[config.mk]
export PLATFORM = sky130hd
export DESIGN_NAME = pwm_peripheral_flat
export DESIGN_NICKNAME = d
export VERILOG_FILES = /design/src/rtl/pwm_pkg.sv /design/src/rtl/pwm_if.sv /design/src/rtl/pwm_timebase.sv /design/src/rtl/pwm_peripheral.sv /design/src/flat_wrapper.sv
export SDC_FILE = /design/constraint.sdc
export NUM_CORES = 1
export LEC_CHECK = 0
export BUFFER_PORTS_ARGS = -buffer_cell sky130_fd_sc_hd__buf_4
export CAP_MARGIN = 0
export CORE_MARGIN = 5
export CORE_UTILIZATION = 40
export CTS_CLUSTER_SIZE = 14
export DETAILED_ROUTE_END_ITERATION = 10
export GPL_TIMING_DRIVEN = 0
export PLACE_DENSITY = 0.75
export SETUP_SLACK_MARGIN = 0.05
export SLEW_MARGIN = 20
export SYNTH_ARGS = -nofsm -noshare
export SYNTH_HDL_FRONTEND = slang
export SYNTH_HIERARCHICAL = 1
export SYNTH_SLANG_ARGS = --single-unit
[constraint.sdc]
create_clock -name clk -period 2.3 [get_ports clk]
set_clock_uncertainty 0.2 [all_clocks]
set_input_delay 0.575 -clock clk [delete_from_list [all_inputs] [get_ports clk]]
set_output_delay 0.575 -clock clk [all_outputs]
set_load 0.01 [all_outputs]
[src/rtl/pwm_pkg.sv]
// PWM output stage: shared types and constants.
// Used by pwm_timebase, pwm_if and pwm_peripheral.
package pwm_pkg;

   localparam int          PWM_CHANNELS  = 16;
   localparam int          PWM_CNT_W     = 8;
   localparam logic [7:0]  PWM_DUTY_FULL = 8'hFF;

   typedef logic [PWM_CNT_W-1:0]    pwm_cnt_t;
   typedef logic [PWM_CHANNELS-1:0] pwm_pins_t;

   typedef struct packed {
      pwm_pins_t en_out;
      pwm_pins_t en_pwm;
      pwm_cnt_t  duty;
   } pwm_cfg_t;

   // Full-scale duty holds the level high through count 255.
   function automatic logic pwm_level(pwm_cnt_t cnt, pwm_cnt_t duty);
      return (duty == PWM_DUTY_FULL) ? 1'b1 : (cnt < duty);
   endfunction

endpackage

[src/rtl/pwm_if.sv]
// Control register bundle from the SPI register block.
// master = register block, slave = PWM output stage.
interface pwm_if;
   import pwm_pkg::*;

   logic [7:0] en_reg_out_7_0;
   logic [7:0] en_reg_out_15_8;
   logic [7:0] en_reg_pwm_7_0;
   logic [7:0] en_reg_pwm_15_8;
   pwm_cnt_t   pwm_duty_cycle;

   modport master (
      output en_reg_out_7_0,
      output en_reg_out_15_8,
      output en_reg_pwm_7_0,
      output en_reg_pwm_15_8,
      output pwm_duty_cycle
   );

   modport slave (
      input en_reg_out_7_0,
      input en_reg_out_15_8,
      input en_reg_pwm_7_0,
      input en_reg_pwm_15_8,
      input pwm_duty_cycle
   );

endinterface

[src/rtl/pwm_timebase.sv]
// PWM timebase: prescaler plus free-running 8-bit counter.
// tick advances the counter; wrap marks the 255->0 tick.
module pwm_timebase
   import pwm_pkg::*;
#(
   parameter int PRESCALE = 13
) (
   input  logic     clk,
   input  logic     rst_n,
   output logic     tick,
   output pwm_cnt_t pwm_cnt,
   output logic     wrap
);

   localparam int PS_W = (PRESCALE > 1) ? $clog2(PRESCALE) : 1;
   localparam logic [PS_W-1:0] PS_LAST = PS_W'(PRESCALE - 1);

   logic [PS_W-1:0] presc;

   assign tick = (presc == PS_LAST);
   assign wrap = tick && (pwm_cnt == '1);

   // Prescaler counts 0..PRESCALE-1; a single-state divider ticks every clk.
   always_ff @(posedge clk or negedge rst_n) begin
      if (!rst_n)
         presc <= '0;
      else if (tick)
         presc <= '0;
      else
         presc <= presc + PS_W'(1);
   end

   // PWM counter steps once per tick and rolls 255->0 without a gap.
   always_ff @(posedge clk or negedge rst_n) begin
      if (!rst_n)
         pwm_cnt <= '0;
      else if (tick)
         pwm_cnt <= pwm_cnt + PWM_CNT_W'(1);
   end

endmodule

[src/rtl/pwm_peripheral.sv]
// PWM output stage: 16 pins forced low/high or driven by one shared PWM.
// Optional macro PWM_SHADOW_EN: duty updates only at period boundaries.
module pwm_peripheral
   import pwm_pkg::*;
#(
   parameter int PRESCALE = 13
) (
   input  logic      clk,
   input  logic      rst_n,
   pwm_if.slave      regs,
   output pwm_pins_t out,
   output logic      period_start
);

   pwm_cfg_t  cfg;
   logic      tick;
   logic      wrap;
   pwm_cnt_t  pwm_cnt;
   pwm_cnt_t  duty_act;
   logic      pwm_lvl;
   pwm_pins_t out_nxt;

   assign cfg.en_out = {regs.en_reg_out_15_8, regs.en_reg_out_7_0};
   assign cfg.en_pwm = {regs.en_reg_pwm_15_8, regs.en_reg_pwm_7_0};
   assign cfg.duty   = regs.pwm_duty_cycle;

   pwm_timebase #(
      .PRESCALE (PRESCALE)
   ) u_timebase (
      .clk     (clk),
      .rst_n   (rst_n),
      .tick    (tick),
      .pwm_cnt (pwm_cnt),
      .wrap    (wrap)
   );

   // A wrap is only ever the tick that leaves count 255.
   wrap_on_tick : assert property (
      @(posedge clk) disable iff (!rst_n)
      wrap |-> (tick && pwm_cnt == '1)
   );

`ifdef PWM_SHADOW_EN
   // Duty shadow: the wrap tick samples the duty seen in that clk.
   always_ff @(posedge clk or negedge rst_n) begin
      if (!rst_n)
         duty_act <= '0;
      else if (wrap)
         duty_act <= cfg.duty;
   end
`else
   assign duty_act = cfg.duty;
`endif

   // Pin mux: disabled pins are low, PWM pins follow the level.
   always_comb begin
      pwm_lvl = pwm_level(pwm_cnt, duty_act);
      out_nxt = '0;
      for (int i = 0; i < PWM_CHANNELS; i++) begin
         if (cfg.en_out[i])
            out_nxt[i] = cfg.en_pwm[i] ? pwm_lvl : 1'b1;
      end
   end

   // Registered pin drive and period marker.
   always_ff @(posedge clk or negedge rst_n) begin
      if (!rst_n) begin
         out          <= '0;
         period_start <= 1'b0;
      end else begin
         out          <= out_nxt;
         period_start <= wrap;
      end
   end

endmodule
[src/flat_wrapper.sv]
// flat-port wrapper written by rule: the top's interface ports become plain ports
module pwm_peripheral_flat import pwm_pkg::*;
#(
   parameter int PRESCALE = 13
)
  (clk, rst_n, out, period_start, regs_en_reg_out_7_0, regs_en_reg_out_15_8, regs_en_reg_pwm_7_0, regs_en_reg_pwm_15_8, regs_pwm_duty_cycle);
  pwm_if regs_i ();
  input  logic clk;
  input  logic rst_n;
  output pwm_pins_t out;
  output logic period_start;
  input wire logic [$bits(regs_i.en_reg_out_7_0)-1:0] regs_en_reg_out_7_0;
  input wire logic [$bits(regs_i.en_reg_out_15_8)-1:0] regs_en_reg_out_15_8;
  input wire logic [$bits(regs_i.en_reg_pwm_7_0)-1:0] regs_en_reg_pwm_7_0;
  input wire logic [$bits(regs_i.en_reg_pwm_15_8)-1:0] regs_en_reg_pwm_15_8;
  input wire logic [$bits(regs_i.pwm_duty_cycle)-1:0] regs_pwm_duty_cycle;
  assign regs_i.en_reg_out_7_0 = regs_en_reg_out_7_0;
  assign regs_i.en_reg_out_15_8 = regs_en_reg_out_15_8;
  assign regs_i.en_reg_pwm_7_0 = regs_en_reg_pwm_7_0;
  assign regs_i.en_reg_pwm_15_8 = regs_en_reg_pwm_15_8;
  assign regs_i.pwm_duty_cycle = regs_pwm_duty_cycle;
  pwm_peripheral #(.PRESCALE(PRESCALE)) u_core (.clk(clk), .rst_n(rst_n), .regs(regs_i), .out(out), .period_start(period_start));
endmodule
==> out/metrics.yaml, run 1 <==
dr_total_vias: 1064
numPortBuffers: 58
synth-seq-cells: 29
powerDensity_nw_per_um2: 503
mostFrequentLayoutCell: "buf_4"
ant_nets: 0
grt_pass1_wl_mm: 4.71
worst_slack_ns: 0.222
cts-root-buf: "clkbuf_4"
netlist_area_sq_um: 1350
setup_tns_ns: 0
crit_slowest_cell: "o32ai_2"
worstSetupStartpoint: "u_core/u_timebase/pwm_cnt[2]"
max_freq_mhz: 481
firstDrtPassIters: 4
hp-class: "input pin to register"
core-area_sq_um: 3310
die_y_um: 68.1
endpoint: "u_core/out[11]"
finalSetupViolCount: 0
timing.final.crit_period_ns: 2.08
worstSetupPathType: "register to register"
total_leakage_power_nw: 0.938
path_max_fanout: 10
num_io_pins: 59
required_ns: 2.31
reg2reg_slack_ns: 0.22
clock_latency_ns: 0.32
area_delta_synth_final_pct: 41.3
numCtsBuffers: 5
p_total_uw: 960
worst_pin_slew_ns: 0.503
rsz0062_at_grt: "false"
slew_violations: 0
die_area_sq_um: 4640
fin_crit_sh: 0.904
rr_worst_depth: 6
synthCells: 109
ys_seq_area_frac: 0.538
drv_cap: 0
nFillCells: 308
holdWs_ns: 0.202
overflow: 0
r2r-start: "u_core/u_timebase/pwm_cnt[2]"
grt_pass1_vias: 1114
viasPerCell: 4.81
clkTransAtPathRegs_ns: 0.09
vdd_drop_max_uv: 325
clock_path_buffers: 2
first_iter_violations: 5
hpwlAfterDp_mm: 2.37
die_w_um: 68.1
path_cells: "ha_1 > o21a_1 > o22ai_1 > o32ai_2 > buf_6 > a21boi_2"
cp-start-kind: "register"
arrival_ns: 2.09
outcome: "finished clean"
synth_nets: 161
htreeDepth: 2
post_drt_wl_per_cell_um: 13.2
row_count: 21
drive_gt1_frac: 0.457
syn_avg_cell_area_sq_um: 12.4
antenna_found_initial: 0
dpl_cell_area_sq_um: 1840
max_stage_delay_ns: 0.50
ys_warn_count: 6
ys_types: 24
hold_violations: 0
mostFrequentLayoutCells: "buf_4, dfrtp_1, inv_1, a21boi_2, ha_1"
cts_tree: "yes"
diodes: 0
grt_max_degree: 30
drc_errors: 0
design_area_sq_um: 1910
start_util: 0.408
end_kind: "register"
worst_r2r_endpoint: "u_core/out[11]"
cts.sinks: 29
nNetsFinal: 227
pre_cts_slack_ns: -0.0486
grt_usage: 0.141
drt_wl_total_mm: 2.91
place_congestion: 0.689
max_slew_margin: 0.664
==> worst min path at each step <==
stage | startpoint | endpoint | depth (start not counted)
after global placement | u_core/u_timebase/presc[0] | u_core/u_timebase/presc[0] | 1
after CTS | regs_en_reg_pwm_15_8[1] | u_core/out[9] | 2
final | regs_en_reg_pwm_15_8[1] | u_core/out[9] | 2
after detailed placement | u_core/u_timebase/presc[0] | u_core/u_timebase/presc[0] | 1
after global routing | regs_en_reg_pwm_7_0[6] | u_core/out[6] | 2
after floorplan | rst_n | u_core/out[0] | 0
==> critical path: cells and delay by family (launching register included) <==
family          cells  cell delay, ns
flops               1            0.46
buf+inv             1            0.24
compound gates      4            0.75
fa+ha+maj           1            0.31
==> kinds of logic (layout without fill, tap and decap cells) <==
group | after synthesis | after routing | synth area share
buffers and inverters | 12 | 78 | 0.0389
flip-flops | 29 | 29 | 0.538
AND/OR/NAND/NOR | 24 | 24 | 0.0927
AO/OA/AOI/OAI | 26 | 26 | 0.186
XOR/XNOR | 8 | 8 | 0.0519
adder cells (fa/ha/maj) | 10 | 10 | 0.0927
==> registers in the layout (all words and copies together) (netlist names) <==
signal                     count
u_core/out                    16
u_core/u_timebase/pwm_cnt      8
u_core/u_timebase/presc        4
u_core/period_start            1
==> power breakdown <==
group | internal [mW] | switching (mW) | leakage, nW
clock network | 0.144 | 0.161 | 0.0314
logic | 0.0802 | 0.0474 | 0.559
registers | 0.524 | 0.00406 | 0.348
total | 0.748 | 0.212 | 0.938
==> routing by layer <==
| layer | part of all wire | up-vias | track usage |
|---|---|---|---|
| met1 | 0.35 | 505 | 0.153 |
| met3 | 0.11 | 4 | 0.0706 |
| met4 | 0.012 | 0 | 0.0596 |
| li1 | - | 511 | - |
| met2 | 0.52 | 44 | 0.232 |
| met5 | 0 | - | 0 |
==> area by class of cell <==
| cell class | instances | area (sq um) | area share |
|---|---|---|---|
| tap | 46 | 57.6 | 0.0302 |
| buffer | 1 | 11.3 | 0.00590 |
| sequential | 29 | 726 | 0.380 |
| inverter | 11 | 41.3 | 0.0216 |
| multi-input combinational | 68 | 572 | 0.300 |
| timing repair buffer | 59 | 445 | 0.233 |
| clock buffer | 7 | 55.1 | 0.0289 |
==> synthesized netlist by cell type <==
cell type | instances | area share
nand2b_1 | 1 | 0.0046
nand3_2 | 1 | 0.0074
buf_6 | 1 | 0.0083
nor2_1 | 4 | 0.011
o22ai_1 | 1 | 0.0046
ha_1 | 10 | 0.093
xnor2_1 | 4 | 0.026
nor3_2 | 1 | 0.0074
dfrtp_1 | 29 | 0.54
a21boi_0 | 6 | 0.033
a21boi_2 | 10 | 0.083
o21a_1 | 2 | 0.011
xor2_1 | 4 | 0.026
inv_2 | 1 | 0.0028
o41ai_1 | 1 | 0.0065
o21ai_1 | 1 | 0.0037
nor3_1 | 3 | 0.011
nand4_1 | 6 | 0.028
o32ai_2 | 1 | 0.012
a2111oi_4 | 1 | 0.020
inv_1 | 10 | 0.028
nand3_1 | 1 | 0.0037
nand2_1 | 7 | 0.019
a21oi_1 | 3 | 0.011
==> stage by stage <==
stage                     cells   util
final                       221  0.576
after global routing        221  0.576
after CTS                   221  0.576
after detailed placement    213  0.557
after global placement      213  0.557
after floorplan             109      -
==> what timing repair did <==
action | CTS | global route
hold buffers | 1 | 0
resized for setup | 0 | 0
setup buffers | 0 | 0
hold endpoints to repair | 29 | 0
endpoints found under the setup margin | 0 | 0
Power figures use the tool's default switching activity.
==> run 2: changes to the inputs <==
--- a/config.mk
+++ b/config.mk
@@ -12,7 +12,7 @@
 export CTS_CLUSTER_SIZE = 14
 export DETAILED_ROUTE_END_ITERATION = 10
 export GPL_TIMING_DRIVEN = 0
-export PLACE_DENSITY = 0.75
+export PLACE_DENSITY = 0.78
 export SETUP_SLACK_MARGIN = 0.05
 export SLEW_MARGIN = 20
 export SYNTH_ARGS = -nofsm -noshare
==> out/metrics.yaml, run 2 (same netlist as run 1, synthesis figures left out) <==
mostFrequentLayoutCells: "buf_4, dfrtp_1, inv_1, a21boi_2, ha_1"
nNetsFinal: 227
drc_errors: 0
top_register: "u_core/out"
multi_input_area_sq_um: 583
rsz0062_at_grt: "false"
hold_violations: 0
cts_tree: "yes"
drive_gt1_frac: 0.460
finalSetupViolCount: 0
crit_slowest_cell: "dfrtp_1"
powerDensity_nw_per_um2: 488
crit_family: "compound AO/OA/AOI/OAI gates"
grt_max_degree: 30
cp-start-kind: "register"
grt_pass1_wl_mm: 4.72
numPortBuffers: 58
firstDrtPassIters: 4
hp-class: "input pin to register"
cts.sinks: 29
antenna_found_initial: 0
viasPerCell: 4.85
end_kind: "register"
place_congestion: 0.708
core-area_sq_um: 3310
worst_pin_slew_ns: 0.362
drv_cap: 0
worst_slack_ns: 0.274
largest_register_ffs: 16
cts-root-buf: "clkbuf_4"
timing.final.crit_period_ns: 2.03
fin_cells: 222
htreeDepth: 2
outcome: "finished clean"
grt_usage: 0.142
diodes: 0
arrival_ns: 2.03
overflow: 0
clock_latency_ns: 0.32
max_freq_mhz: 494
max_slew_margin: 0.759
pre_cts_slack_ns: -0.0780
crit_buf_inv: 1
total_leakage_power_nw: 0.939
path_max_fanout: 10
die_area_sq_um: 4640
num_io_pins: 59
die_y_um: 68.1
post_drt_wl_per_cell_um: 13.2
slew_violations: 0
grt_pass1_vias: 1160
vdd_drop_max_uv: 288
row_count: 21
max_stage_delay_ns: 0.47
mostFrequentLayoutCell: "buf_4"
fin_crit_sh: 0.881
setup_tns_ns: 0
path_cells: "ha_1 > o21a_1 > o22ai_1 > o32ai_4 > buf_6 > a21boi_2"
required_ns: 2.30
start_util: 0.408
hpwlAfterDp_mm: 2.40
reg_top3: "u_core/out: 16 flops, u_core/u_timebase/pwm_cnt: 8 flops, u_core/u_timebase/presc: 4 flops"
die_w_um: 68.1
clock_path_buffers: 2
clkTransAtPathRegs_ns: 0.09
drt_wl_total_mm: 2.94
nFillCells: 296
first_iter_violations: 17
ant_nets: 0
placedCellCount: 213
seq_area_sq_um: 726
worstSetupPathType: "register to register"
dr_total_vias: 1076
numCtsBuffers: 5
area_delta_synth_final_pct: 41.9
-- run 2: cell type report --
cell class,count,area share
clock buffer,6,0.0216
tap,46,0.0300
timing repair buffer,59,0.233
clock inverter,2,0.00523
sequential,29,0.379
multi-input combinational,68,0.304
inverter,11,0.0216
buffer,1,0.00588
-- run 2: through the flow --
step	power, mW	util	hold slack (ns)	area, sq um
after global placement	0.662	0.557	0.266	1840
after CTS	0.951	0.575	0.192	1900
after global routing	0.990	0.579	0.169	1920
after detailed placement	0.667	0.557	0.283	1840
final	0.935	0.579	0.205	1920
after floorplan	0.573	-	0.0794	1350
-- run 2: power by group --
group	internal (mW)	switching, mW	leakage, nW	total [mW]
combinational	0.0803	0.0474	0.559	0.128
clock	0.116	0.162	0.0320	0.279
sequential	0.524	0.00457	0.348	0.528
total	0.720	0.214	0.939	0.935
-- run 2: path summary, 6_finish.rpt --
check	from	end	slack [ns]	cells past startpoint
min reg2reg	u_core/u_timebase/presc[0]	u_core/u_timebase/presc[0]	0.30	1
max reg2reg	u_core/u_timebase/pwm_cnt[2]	u_core/out[11]	0.27	6
max	u_core/u_timebase/pwm_cnt[2]	u_core/out[11]	0.27	6
min	regs_en_reg_pwm_15_8[7]	u_core/out[15]	0.20	2
min in group asynchronous	rst_n	u_core/out[8]	0.50	2
max in group asynchronous	rst_n	u_core/u_timebase/presc[3]	1.14	2
-- run 2: what timing repair did --
action	4_1_cts	5_1_grt
resized for setup	0	1
endpoints found under the hold margin	29	0
buffers inserted	0	0
hold buffers	1	0
endpoints found under the setup margin	0	10
-- run 2: layer usage --
layer,vias to the layer above,wire [um],part of all wire,GRT usage
met3,0,341,0.12,0.0887
met5,-,0,0,0
met2,51,1550,0.53,0.242
li1,512,-,-,-
met1,513,1050,0.36,0.147
met4,0,0,0,0.0298
==> run 3: changes to the inputs <==
--- a/config.mk
+++ b/config.mk
@@ -5,14 +5,14 @@
 export SDC_FILE = /design/constraint.sdc
 export NUM_CORES = 1
 export LEC_CHECK = 0
-export BUFFER_PORTS_ARGS = -buffer_cell sky130_fd_sc_hd__buf_4
 export CAP_MARGIN = 0
 export CORE_MARGIN = 5
 export CORE_UTILIZATION = 40
 export CTS_CLUSTER_SIZE = 14
 export DETAILED_ROUTE_END_ITERATION = 10
+export DONT_BUFFER_PORTS = 1
 export GPL_TIMING_DRIVEN = 0
-export PLACE_DENSITY = 0.78
+export PLACE_DENSITY = 0.63
 export SETUP_SLACK_MARGIN = 0.05
 export SLEW_MARGIN = 20
 export SYNTH_ARGS = -nofsm -noshare
==> out/metrics.yaml, run 3 (same netlist as run 1, synthesis figures left out) <==
outcome: "finished clean"
ant_nets: 0
clkTransAtPathRegs_ns: 0.10
final_util: 0.465
r2r-start: "u_core/u_timebase/pwm_cnt[3]"
start_util: 0.408
first_iter_violations: 13
required_ns: 2.32
cts_setup_buffers: 0
cts_resized: 0
fin_cells: 165
hold_violations: 0
reg2reg_slack_ns: 0.20
area_delta_synth_final_pct: 14.1
drc_errors: 0
rsz0062_at_grt: "false"
arrival_ns: 2.12
row_count: 21
nNetsFinal: 170
holdWs_ns: 0.100
wl_met1_um: 889
finalSetupViolCount: 0
worst_r2r_endpoint: "u_core/out[11]"
drive_gt1_frac: 0.210
cts.sinks: 29
cts-root-buf: "clkbuf_4"
dr_wl_met2_mm: 1.29
viasPerCell: 5.13
max_freq_mhz: 476
slew_violations: 0
htreeDepth: 2
grt_usage: 0.126
antenna_found_initial: 0
post_drt_wl_per_cell_um: 15.6
vdd_drop_max_uv: 356
worstSetupPathType: "register to register"
largest_register_ffs: 16
ctsHoldBuffers: 2
nFillCells: 335
die_area_sq_um: 4640
num_io_pins: 59
numCtsBuffers: 5
fin_crit_sh: 0.913
numPortBuffers: 0
total_leakage_power_nw: 0.692
placedCellCount: 155
wl_met3_um: 368
rr_worst_depth: 6
diodes: 0
whs_endpoint: "u_core/out[8]"
hp-class: "input pin to register"
die_y_um: 68.1
hp-start: "regs_en_reg_pwm_15_8[0]"
powerDensity_nw_per_um2: 713
grt_max_degree: 30
mostFrequentLayoutCell: "dfrtp_1"
cp-start-kind: "register"
core-area_sq_um: 3310
mostFrequentLayoutCells: "dfrtp_1, inv_1, a21boi_2, ha_1, nand2_1"
holdPathStages: 1
setup_tns_ns: 0
end_kind: "register"
top_register: "u_core/out"
reg_top3: "u_core/out: 16 flops, u_core/u_timebase/pwm_cnt: 8 flops, u_core/u_timebase/presc: 4 flops"
worst_slack_ns: 0.201
overflow: 0
clock_latency_ns: 0.33
clock_path_buffers: 2
timing.final.crit_period_ns: 2.10
pre_cts_slack_ns: 0.0243
path_max_fanout: 10
place_congestion: 0.681
dr_total_vias: 847
highest_layer: "met4"
drt_wl_total_mm: 2.57
firstDrtPassIters: 2
cts_tree: "yes"
worst_pin_slew_ns: 0.506
drv_cap: 0
grt_pass1_wl_mm: 4.00
grt_pass1_vias: 942
max_slew_margin: 0.663
hpwlAfterDp_mm: 2.01
die_w_um: 68.1
[run 3: cell count changes in the layout (fill, tap and decap cells not counted), sizes merged]
cell,change
clkinv,-1
bufinv,+2
clkbuf,-1
buf,-57
[run 3: report_power, final]
part | leakage (nW) | internal [mW] | total, mW | switching (mW)
combinational | 0.289 | 0.0230 | 0.0451 | 0.0221
clock | 0.0552 | 0.336 | 0.515 | 0.178
sequential | 0.348 | 0.524 | 0.538 | 0.0140
total | 0.692 | 0.884 | 1.10 | 0.214
[run 3: final cells by class]
type / instances / area [sq um] / share of cell area
Sequential cell: 29 / 726 / 0.471
Multi-Input combinational cell: 68 / 572 / 0.371
Clock inverter: 3 / 65.1 / 0.0422
Tap cell: 46 / 57.6 / 0.0374
Inverter: 11 / 41.3 / 0.0268
Clock buffer: 5 / 37.5 / 0.0244
Timing Repair Buffer: 2 / 30.0 / 0.0195
Buffer: 1 / 11.3 / 0.00731
[run 3: routing by layer]
layer | vias to the layer above | GRT usage
met5 | - | 0
met4 | 0 | 0.0596
met3 | 2 | 0.0969
met2 | 43 | 0.197
met1 | 405 | 0.121
li1 | 397 | -
[run 3: how the worst max path moves through the flow]
stage / start / end / slack (ns) / cells after the start
final: u_core/u_timebase/pwm_cnt[3] / u_core/out[11] / 0.20 / 6
after global placement: regs_pwm_duty_cycle[3] / u_core/out[13] / 0.1 / 7
after floorplan: regs_pwm_duty_cycle[3] / u_core/out[10] / 0.28 / 7
after detailed placement: regs_pwm_duty_cycle[3] / u_core/out[12] / 0.02 / 7
after CTS: u_core/u_timebase/pwm_cnt[3] / u_core/out[11] / 0.16 / 6
after global routing: u_core/u_timebase/pwm_cnt[2] / u_core/out[11] / 0.07 / 6
[run 3: worst max-delay path, cell delays in order (launching register included)]
cell,delay [ns]
dfrtp_1,0.45
ha_1,0.30
o21a_1,0.11
o22ai_1,0.11
o32ai_2,0.52
buf_6,0.24
a21boi_2,0.07
[run 3: stage by stage]
step	power (mW)	cell area [sq um]
2_1_floorplan	0.573	1350
3_3_place_gp	0.578	1410
6_report	1.10	1540
4_1_cts	1.12	1540
5_1_grt	1.15	1540
3_5_place_dp	0.580	1410
